<file path="src/rtl/sgmii_gmii_rx_framer.sv">
// GMII receive framer behind the SGMII PCS: qualifies bytes with the clock enable,
// strips preamble/SFD, emits a one-cycle-per-byte stream with SOF/EOF/ERR and counts frames.
module sgmii_gmii_rx_framer #(
    parameter int MIN_LEN = 64,
    parameter int MAX_LEN = 1522
) (
    input  logic        clk_i,
    input  logic        rst_n_i,
    input  logic        sgmii_clk_en_i,
    input  logic [1:0]  sgmii_link_i,
    input  logic        link_up_i,
    input  logic [7:0]  gmii_rxd_i,
    input  logic        gmii_rx_dv_i,
    input  logic        gmii_rx_er_i,
    input  logic        clear_cnt_i,
    output logic [7:0]  rx_data_o,
    output logic        rx_valid_o,
    output logic        rx_sof_o,
    output logic        rx_eof_o,
    output logic        rx_err_o,
    output logic [15:0] frame_cnt_o,
    output logic [15:0] err_cnt_o
);

    typedef enum logic [1:0] {S_IDLE, S_PREAMBLE, S_DATA, S_DROP} state_t;

    state_t      state_q, state_d;
    logic [1:0]  link_q;
    logic [7:0]  hold_q, hold_d;
    logic        hold_vld_q, hold_vld_d;
    logic [10:0] len_q, len_d;
    logic        sticky_q, sticky_d;
    logic [7:0]  rx_data_q;
    logic        rx_valid_q, rx_sof_q, rx_eof_q, rx_err_q;
    logic [15:0] frame_cnt_q, frame_cnt_d;
    logic [15:0] err_cnt_q, err_cnt_d;

    logic        beat, abort, len_bad, len_full, err_now;
    logic        emit, emit_sof, emit_eof, emit_err;

    assign beat     = sgmii_clk_en_i;
    assign abort    = !link_up_i || (sgmii_link_i != link_q);
    assign len_bad  = (len_q < 11'(MIN_LEN)) || (len_q > 11'(MAX_LEN));
    // The incoming byte would be number MAX_LEN+1: the frame is oversize.
    assign len_full = (len_q == 11'(MAX_LEN));
    assign err_now  = sticky_q || gmii_rx_er_i;

    always_ff @(posedge clk_i or negedge rst_n_i) begin
        if (!rst_n_i) state_q <= S_IDLE;
        else          state_q <= state_d;
    end

    always_comb begin
        state_d = state_q;
        if (abort) begin
            state_d = S_IDLE;
        end else if (beat) begin
            case (state_q)
                S_IDLE, S_PREAMBLE: begin
                    if (!gmii_rx_dv_i)             state_d = S_IDLE;
                    else if (gmii_rxd_i == 8'h55)  state_d = S_PREAMBLE;
                    else if (gmii_rxd_i == 8'hD5)  state_d = S_DATA;
                    else                           state_d = S_DROP;
                end
                S_DATA: begin
                    if (!gmii_rx_dv_i)  state_d = S_IDLE;
                    else if (len_full)  state_d = S_DROP;
                end
                S_DROP: begin
                    if (!gmii_rx_dv_i)  state_d = S_IDLE;
                end
                default: state_d = S_IDLE;
            endcase
        end
    end

    always_comb begin
        hold_d     = hold_q;
        hold_vld_d = hold_vld_q;
        len_d      = len_q;
        sticky_d   = sticky_q;
        emit       = 1'b0;
        emit_sof   = (len_q == 11'd1);
        emit_eof   = 1'b0;
        emit_err   = 1'b0;
        if (abort) begin
            if (state_q == S_DATA && hold_vld_q) begin
                emit     = 1'b1;
                emit_eof = 1'b1;
                emit_err = 1'b1;
            end
            hold_vld_d = 1'b0;
        end else if (beat) begin
            if (state_q != S_DATA) begin
                if (state_d == S_DATA) begin
                    len_d      = '0;
                    hold_vld_d = 1'b0;
                    sticky_d   = 1'b0;
                end
            end else begin
                sticky_d = err_now;
                if (!gmii_rx_dv_i) begin
                    emit       = hold_vld_q;
                    emit_eof   = 1'b1;
                    emit_err   = err_now || len_bad;
                    hold_vld_d = 1'b0;
                end else if (len_full) begin
                    emit       = hold_vld_q;
                    emit_eof   = 1'b1;
                    emit_err   = 1'b1;
                    hold_vld_d = 1'b0;
                end else begin
                    emit       = hold_vld_q;
                    hold_d     = gmii_rxd_i;
                    hold_vld_d = 1'b1;
                    len_d      = (len_q == 11'h7FF) ? len_q : len_q + 11'd1;
                end
            end
        end
    end

    always_comb begin
        frame_cnt_d = frame_cnt_q;
        err_cnt_d   = err_cnt_q;
        if (clear_cnt_i) begin
            frame_cnt_d = '0;
            err_cnt_d   = '0;
        end else if (emit && emit_eof) begin
            if (!emit_err && frame_cnt_q != 16'hFFFF) frame_cnt_d = frame_cnt_q + 16'd1;
            if (emit_err && err_cnt_q != 16'hFFFF)    err_cnt_d   = err_cnt_q + 16'd1;
        end
    end

    always_ff @(posedge clk_i or negedge rst_n_i) begin
        if (!rst_n_i) begin
            link_q      <= 2'b00;
            hold_q      <= 8'h00;
            hold_vld_q  <= 1'b0;
            len_q       <= '0;
            sticky_q    <= 1'b0;
            rx_data_q   <= 8'h00;
            rx_valid_q  <= 1'b0;
            rx_sof_q    <= 1'b0;
            rx_eof_q    <= 1'b0;
            rx_err_q    <= 1'b0;
            frame_cnt_q <= '0;
            err_cnt_q   <= '0;
        end else begin
            link_q      <= sgmii_link_i;
            hold_q      <= hold_d;
            hold_vld_q  <= hold_vld_d;
            len_q       <= len_d;
            sticky_q    <= sticky_d;
            if (emit) rx_data_q <= hold_q;
            rx_valid_q  <= emit;
            rx_sof_q    <= emit && emit_sof;
            rx_eof_q    <= emit && emit_eof;
            rx_err_q    <= emit && emit_eof && emit_err;
            frame_cnt_q <= frame_cnt_d;
            err_cnt_q   <= err_cnt_d;
        end
    end

    assign rx_data_o   = rx_data_q;
    assign rx_valid_o  = rx_valid_q;
    assign rx_sof_o    = rx_sof_q;
    assign rx_eof_o    = rx_eof_q;
    assign rx_err_o    = rx_err_q;
    assign frame_cnt_o = frame_cnt_q;
    assign err_cnt_o   = err_cnt_q;

endmodule

</file>
<file path="config.mk">
export PLATFORM = sky130hd
export DESIGN_NAME = sgmii_gmii_rx_framer
export DESIGN_NICKNAME = d
export VERILOG_FILES = /design/src/rtl/sgmii_gmii_rx_framer.sv
export SDC_FILE = /design/constraint.sdc
export NUM_CORES = 1
export LEC_CHECK = 0
export ABC_AREA = 1
export CAP_MARGIN = 20
export CORE_MARGIN = 3
export CORE_UTILIZATION = 40
export CTS_CLUSTER_SIZE = 8
export DETAILED_ROUTE_END_ITERATION = 10
export HOLD_SLACK_MARGIN = 0.06
export SYNTH_ARGS = -nofsm -noshare
export SYNTH_HDL_FRONTEND = slang
export SYNTH_SLANG_ARGS = --single-unit
</file>
<file path="constraint.sdc">
create_clock -name clk_i -period 2.3 [get_ports clk_i]
set_clock_uncertainty 0.05 [all_clocks]
set_input_delay 0.345 -clock clk_i [delete_from_list [all_inputs] [get_ports clk_i]]
set_output_delay 0.345 -clock clk_i [all_outputs]
set_load 0.05 [all_outputs]
</file>
* Word level (Yosys, flattened, before mapping) *
Cells that the tools add are included.

operators by class
  add/subtract/negate cells = 3
  order comparisons = 2
  equality and inequality tests = 17
  muxes and demuxes = 40
  bitwise operators = 3
  reduce and logical (&&, ||, !) cells = 25

operator list
  operator                                                                       number
  16-bit 2-to-1 mux                                                              6
  11-bit 2-to-1 mux                                                              5
  16-bit by 1-bit adder with 16-bit output, second input constant                2
  16-bit inequality test, second input constant                                  2
  11-bit == test, second input constant                                          2
  1-bit 2-to-1 mux                                                               21
  2-bit 2-to-1 mux                                                               7
  11-bit by 1-bit adder with 11-bit output, second input constant                1
  11-bit by 1-bit == test with 1-bit output, second input constant               1
  11-bit greater-than comparator, second input constant                          1
  11-bit by 7-bit less-than comparator with 1-bit output, second input constant  1
  2-bit nonzero test                                                             5
  8-bit by 7-bit == test with 1-bit output, second input constant                1
  8-bit == test, second input constant                                           1
  2-bit == test, second input constant                                           3
  1-bit logical AND                                                              6
  2-bit case mux with 3 select lines                                             1
  2-bit AND reduction                                                            3
  6-bit AND reduction                                                            1
  5-bit AND reduction                                                            1
  1-bit logical OR                                                               4
  2-bit by 1-bit inequality test with 1-bit output, second input constant        2
  2-bit inequality test, second input constant                                   2
  3-bit by 2-bit inequality test with 1-bit output, second input constant        1
  other kinds (7)                                                                10

storage, ports and cells
  flip-flop bits (word level) = 69
  bits of input ports = 17
  output and inout bits = 44
  logic and storage cells = 103

* Longest topological paths before layout *
  depth in word-level cells = 12
  gate-level depth with buffers = 14
  mapped depth without buffers = 13

* Least setup slack after synthesis *
No wires, ideal clock.

  path kind = reg-to-reg
  from = register err_cnt_q[0], in the netlist err_cnt_o[0]
  to = register err_cnt_q[14], in the netlist err_cnt_o[14]
  arrival = 2.033 ns
  data required time = 2.131 ns
  slack = 0.098 ns
  stages on the path, launching flop included = 12
  path buffers = 1
  clock period less this slack = 2.202 ns
  cell sequence = dfrtp_1 -> ha_1 -> nand3_1 -> nor2_1 -> nand2_1 -> nor2_1 -> nand4_2 -> nand2_4 -> nand2_4 -> buf_6 -> nand2_1 -> nand2_1

between the ends
  word-level cells in the longest chain between the ends = 4

RTL lines
  item                                                                                line  text
  start: declaration                                                                  36    logic [15:0] err_cnt_q, err_cnt_d;
  start signal: assignment                                                            160   err_cnt_q <= err_cnt_d;
  16-bit by 1-bit adder with 16-bit output or 16-bit inequality test (tied branches)  130   if (emit_err && err_cnt_q != 16'hFFFF) err_cnt_d = err_cnt_q + 16'd1;
  16-bit 2-to-1 mux or 1-bit logical AND (tied branches)                              130
  16-bit 2-to-1 mux or 2-bit nonzero test (tied branches)                             n/a
  16-bit 2-to-1 mux or 2-bit AND reduction (tied branches)                            n/a

Several ways; a longest one is shown, not always the timed one. The select of a mux whose other input is x is not followed.
A chain may end at the register's enable or synchronous reset.

* Worst setup path after layout *
  from = register frame_cnt_q[9], in the netlist frame_cnt_o[9]
  to = output frame_cnt_o[9]

RTL lines
  item                      line  text
  start: declaration        35    logic [15:0] frame_cnt_q, frame_cnt_d;
  start signal: assignment  159   frame_cnt_q <= frame_cnt_d;
  end: declaration          21    output logic [15:0] frame_cnt_o,

No word-level cell between the ends.

==> flow_summary_export.csv <==
group,metric,value,unit
outcome,status,"finished clean",
place,dp_slack,-0.0684,ns
logic_synthesis,ys_async_sr_fraction,100,%
place,dp_hpwl,6.53,mm
logic_synthesis,synth.top_cell.area_share,42.8,%
cells_and_area,syn_to_final_growth,25.4,%
logic_synthesis,yosys.area.top_type,"dfrtp_1",
logic_synthesis,syn_area,4030,sq um
power_and_ir_drop,power_switching,0.000658,W
sta,drv_slew,0,
sta,hold_viol,0,
detailed_routing,drc_errors,0,
logic_synthesis,synth_seq_cells,69,
place,dpl-instance-area,4840,sq um
floorplanning,initial_core_util,41.3,%
clock_network,insertion_delay,0.35,ns
setup_path,cp_slowest_cell,"clkdlybuf4s50_1",
logic_synthesis,synth_cell_types,33,
grt,grt_usage,16.9,%
clock_network,cts-root-buf,"clkbuf_8",
power_and_ir_drop,seqPwrFrac,50.1,%
sta,min_period,2.07,ns
cells_and_area,fin_area,5060,sq um
clock_network,cts.sinks,69,
place,port_buffers,60,
floorplanning,die_h,106,microns
setup_path,crit_path_end_kind,"primary output",
logic_synthesis,synth_warnings,0,
clock_network,htreeDepth,3,
cells_and_area,diodes,0,
detailed_routing,drtIter0Drc,140,
setup_path,worstSetupPathType,"reg -> out",
power_and_ir_drop,leakage,2.45,nW
logic_synthesis,syn_area_per_cell,7.48,sq um
grt,grt_pass1_vias,3356,
logic_synthesis,synthesis.nets,560,
detailed_routing,wl_per_cell,12.1,microns
grt,grt_pass1_wl,15.7,mm
floorplanning,fp.dieArea,11300,sq um
floorplanning,io_pins,61,
job,maxCapViolCount,0,
clock_network,cts_tree,"built",
grt,grt_overflow,0,
sta,setup_violations,0,
logic_synthesis,synthCells,539,
setup_path,path_buf_inv,1,
setup_path,start_kind,"flip-flop",
logic_synthesis,synth_flop_cell,"dfrtp_1",
power_and_ir_drop,pwr-share-clk,40.9,%
sta,rsz0062_at_grt,"no",
floorplanning,fp.dieW,106,microns
power_and_ir_drop,combPwrFrac,9.0,%
logic_synthesis,ys_seq_area_share,42.8,%
clock_network,post-cts-setup-buffers,0,
min_path,hold_path.class,"reg -> reg",
sta,worstMarginPinSlew,0.504,ns
sta,tns,0,ns
logic_synthesis,synth_edf_count,0,
grt,antenna_found_initial,0,
cells_and_area,final_cell_mix,"147 x nand2_1, 75 x nand3_1, 69 x dfrtp_1",
sta,fmax,482,MHz
setup_path,worst_path_largest_cell_delay,0.86,ns
clock_network,numCtsBuffers,9,
detailed_routing,antenna_left,0,
floorplanning,num_rows,36,
cells_and_area,nets,630,
grt,grt_max_degree,70,
logic_synthesis,synth_area_leaders,"dfrtp_1 43%, nand2_1 14%, nand3_1 9.3%, inv_1 5.7%, xor2_1 5.4%",
setup_path,arrival,1.68,ns
clock_network,ctsLongestPathBuffers,2,
detailed_routing,drtPass1Iterations,4,
power_and_ir_drop,internal-power,0.00186,W
sta,hold_slack,0.416,ns
sta,fin_crit_sh,90.2,%
setup_path,cp_top_family,"buffers and inverters",
detailed_routing,finalWirelength,9.03,mm
sta,fin_ws,0.225,ns
cells_and_area,drive_above_1_share,8.96,%
power_and_ir_drop,irDropWorstVdd,0.308,mV
setup_path,crit_chain,"clkdlybuf4s50_1",
place,place_congestion,0.852,
setup_path,critPathRequiredTime,1.90,ns
detailed_routing,vias,3560,
cells_and_area,fillers,967,
clock_network,path_clk_slew,0.08,ns
power_and_ir_drop,power.density,498,nW/um^2
floorplanning,coreArea,9770,sq um
sta,relSlewSlack,66.3,%
power_and_ir_drop,switching_share,26.1,%
setup_path,path_max_fanout,7,
cells_and_area,layout_commonest_cell,"nand2_1",
detailed_routing,avgViaCountPerCell,4.77,
==> power groups by stage <==
stage                     Sequential, W  Clock [W]  Combinational, W
final                           0.00126    0.00103          0.000227
after global routing            0.00127    0.00112          0.000251
after CTS                       0.00126    0.00106          0.000230
after detailed placement        0.00129          0          0.000228
after global placement          0.00129          0          0.000225
after floorplan                 0.00132          0         0.0000810
==> worst paths after layout <==
kind                       cells after the start  slack (ns)             end      startpoint
setup reg to reg                              11        0.31        len_q[2]        len_q[0]
hold reg to reg                                2        0.42        sticky_q        sticky_q
min in group asynchronous                      3        0.50    err_cnt_o[0]         rst_n_i
setup / recovery                               1        0.23  frame_cnt_o[9]  frame_cnt_o[9]
hold / removal                                 2        0.42        sticky_q        sticky_q
max in group asynchronous                      3        1.41       link_q[0]         rst_n_i
==> cell usage after synthesis (4+ instances only) <==
library cell,instances
nand4_1,12
dfrtp_1,69
xor2_1,25
o21ai_0,22
ha_1,4
clkbuf_1,5
nor3_1,11
nand2_1,147
inv_1,61
nor2_1,50
buf_6,5
nand3_1,75
o21ai_1,11
or2_2,5
==> routing by layer <==
layer	part of all wire (%)	global-route usage, %
met1	48	22.8
met5	0	0
met4	1.5	5.94
met2	46	26.8
met3	4.9	3.89
==> cells by family after synthesis <==
family | count (synthesis) | share of synthesized area (%)
fa+ha+maj | 4 | 1.24
simple gates | 321 | 36.5
flops | 69 | 42.8
compound gates | 39 | 5.12
xor+xnor | 27 | 5.86
buf+inv | 79 | 8.47
==> state kept, by name (all words and copies together) (netlist names) <==
name / flops
len_q: 11
hold_q: 8
hold_vld_q: 1
rx_valid_o: 1
rx_eof_o: 1
err_cnt_o: 16
rx_data_o: 8
link_q: 2
sticky_q: 1
rx_err_o: 1
state_q: 2
frame_cnt_o: 16
rx_sof_o: 1
==> through the flow <==
step	cells	utilization, %	power [W]
after global routing	747	51.8	0.00264
final	747	51.8	0.00252
after detailed placement	730	49.5	0.00151
after floorplan	539	-	0.00141
after global placement	730	49.5	0.00151
after CTS	747	51.7	0.00256
==> layout make-up <==
| type | count | area [sq um] | share of cell area, % |
|---|---|---|---|
| clock buffers | 11 | 141 | 2.79 |
| clock inverters | 5 | 60.1 | 1.19 |
| inverters | 64 | 240 | 4.75 |
| multi-input cells | 391 | 1970 | 39.0 |
| flip-flops and latches | 69 | 1730 | 34.1 |
| well taps | 133 | 166 | 3.29 |
| repair buffers | 74 | 753 | 14.9 |
==> repair_timing <==
item | CTS | global route
hold buffers | 1 | 0
endpoints found under the setup margin | 0 | 5
hold endpoints to repair | 69 | 0
gates resized for setup | 0 | 1
No activity file was read; power rests on OpenSTA's default activity.
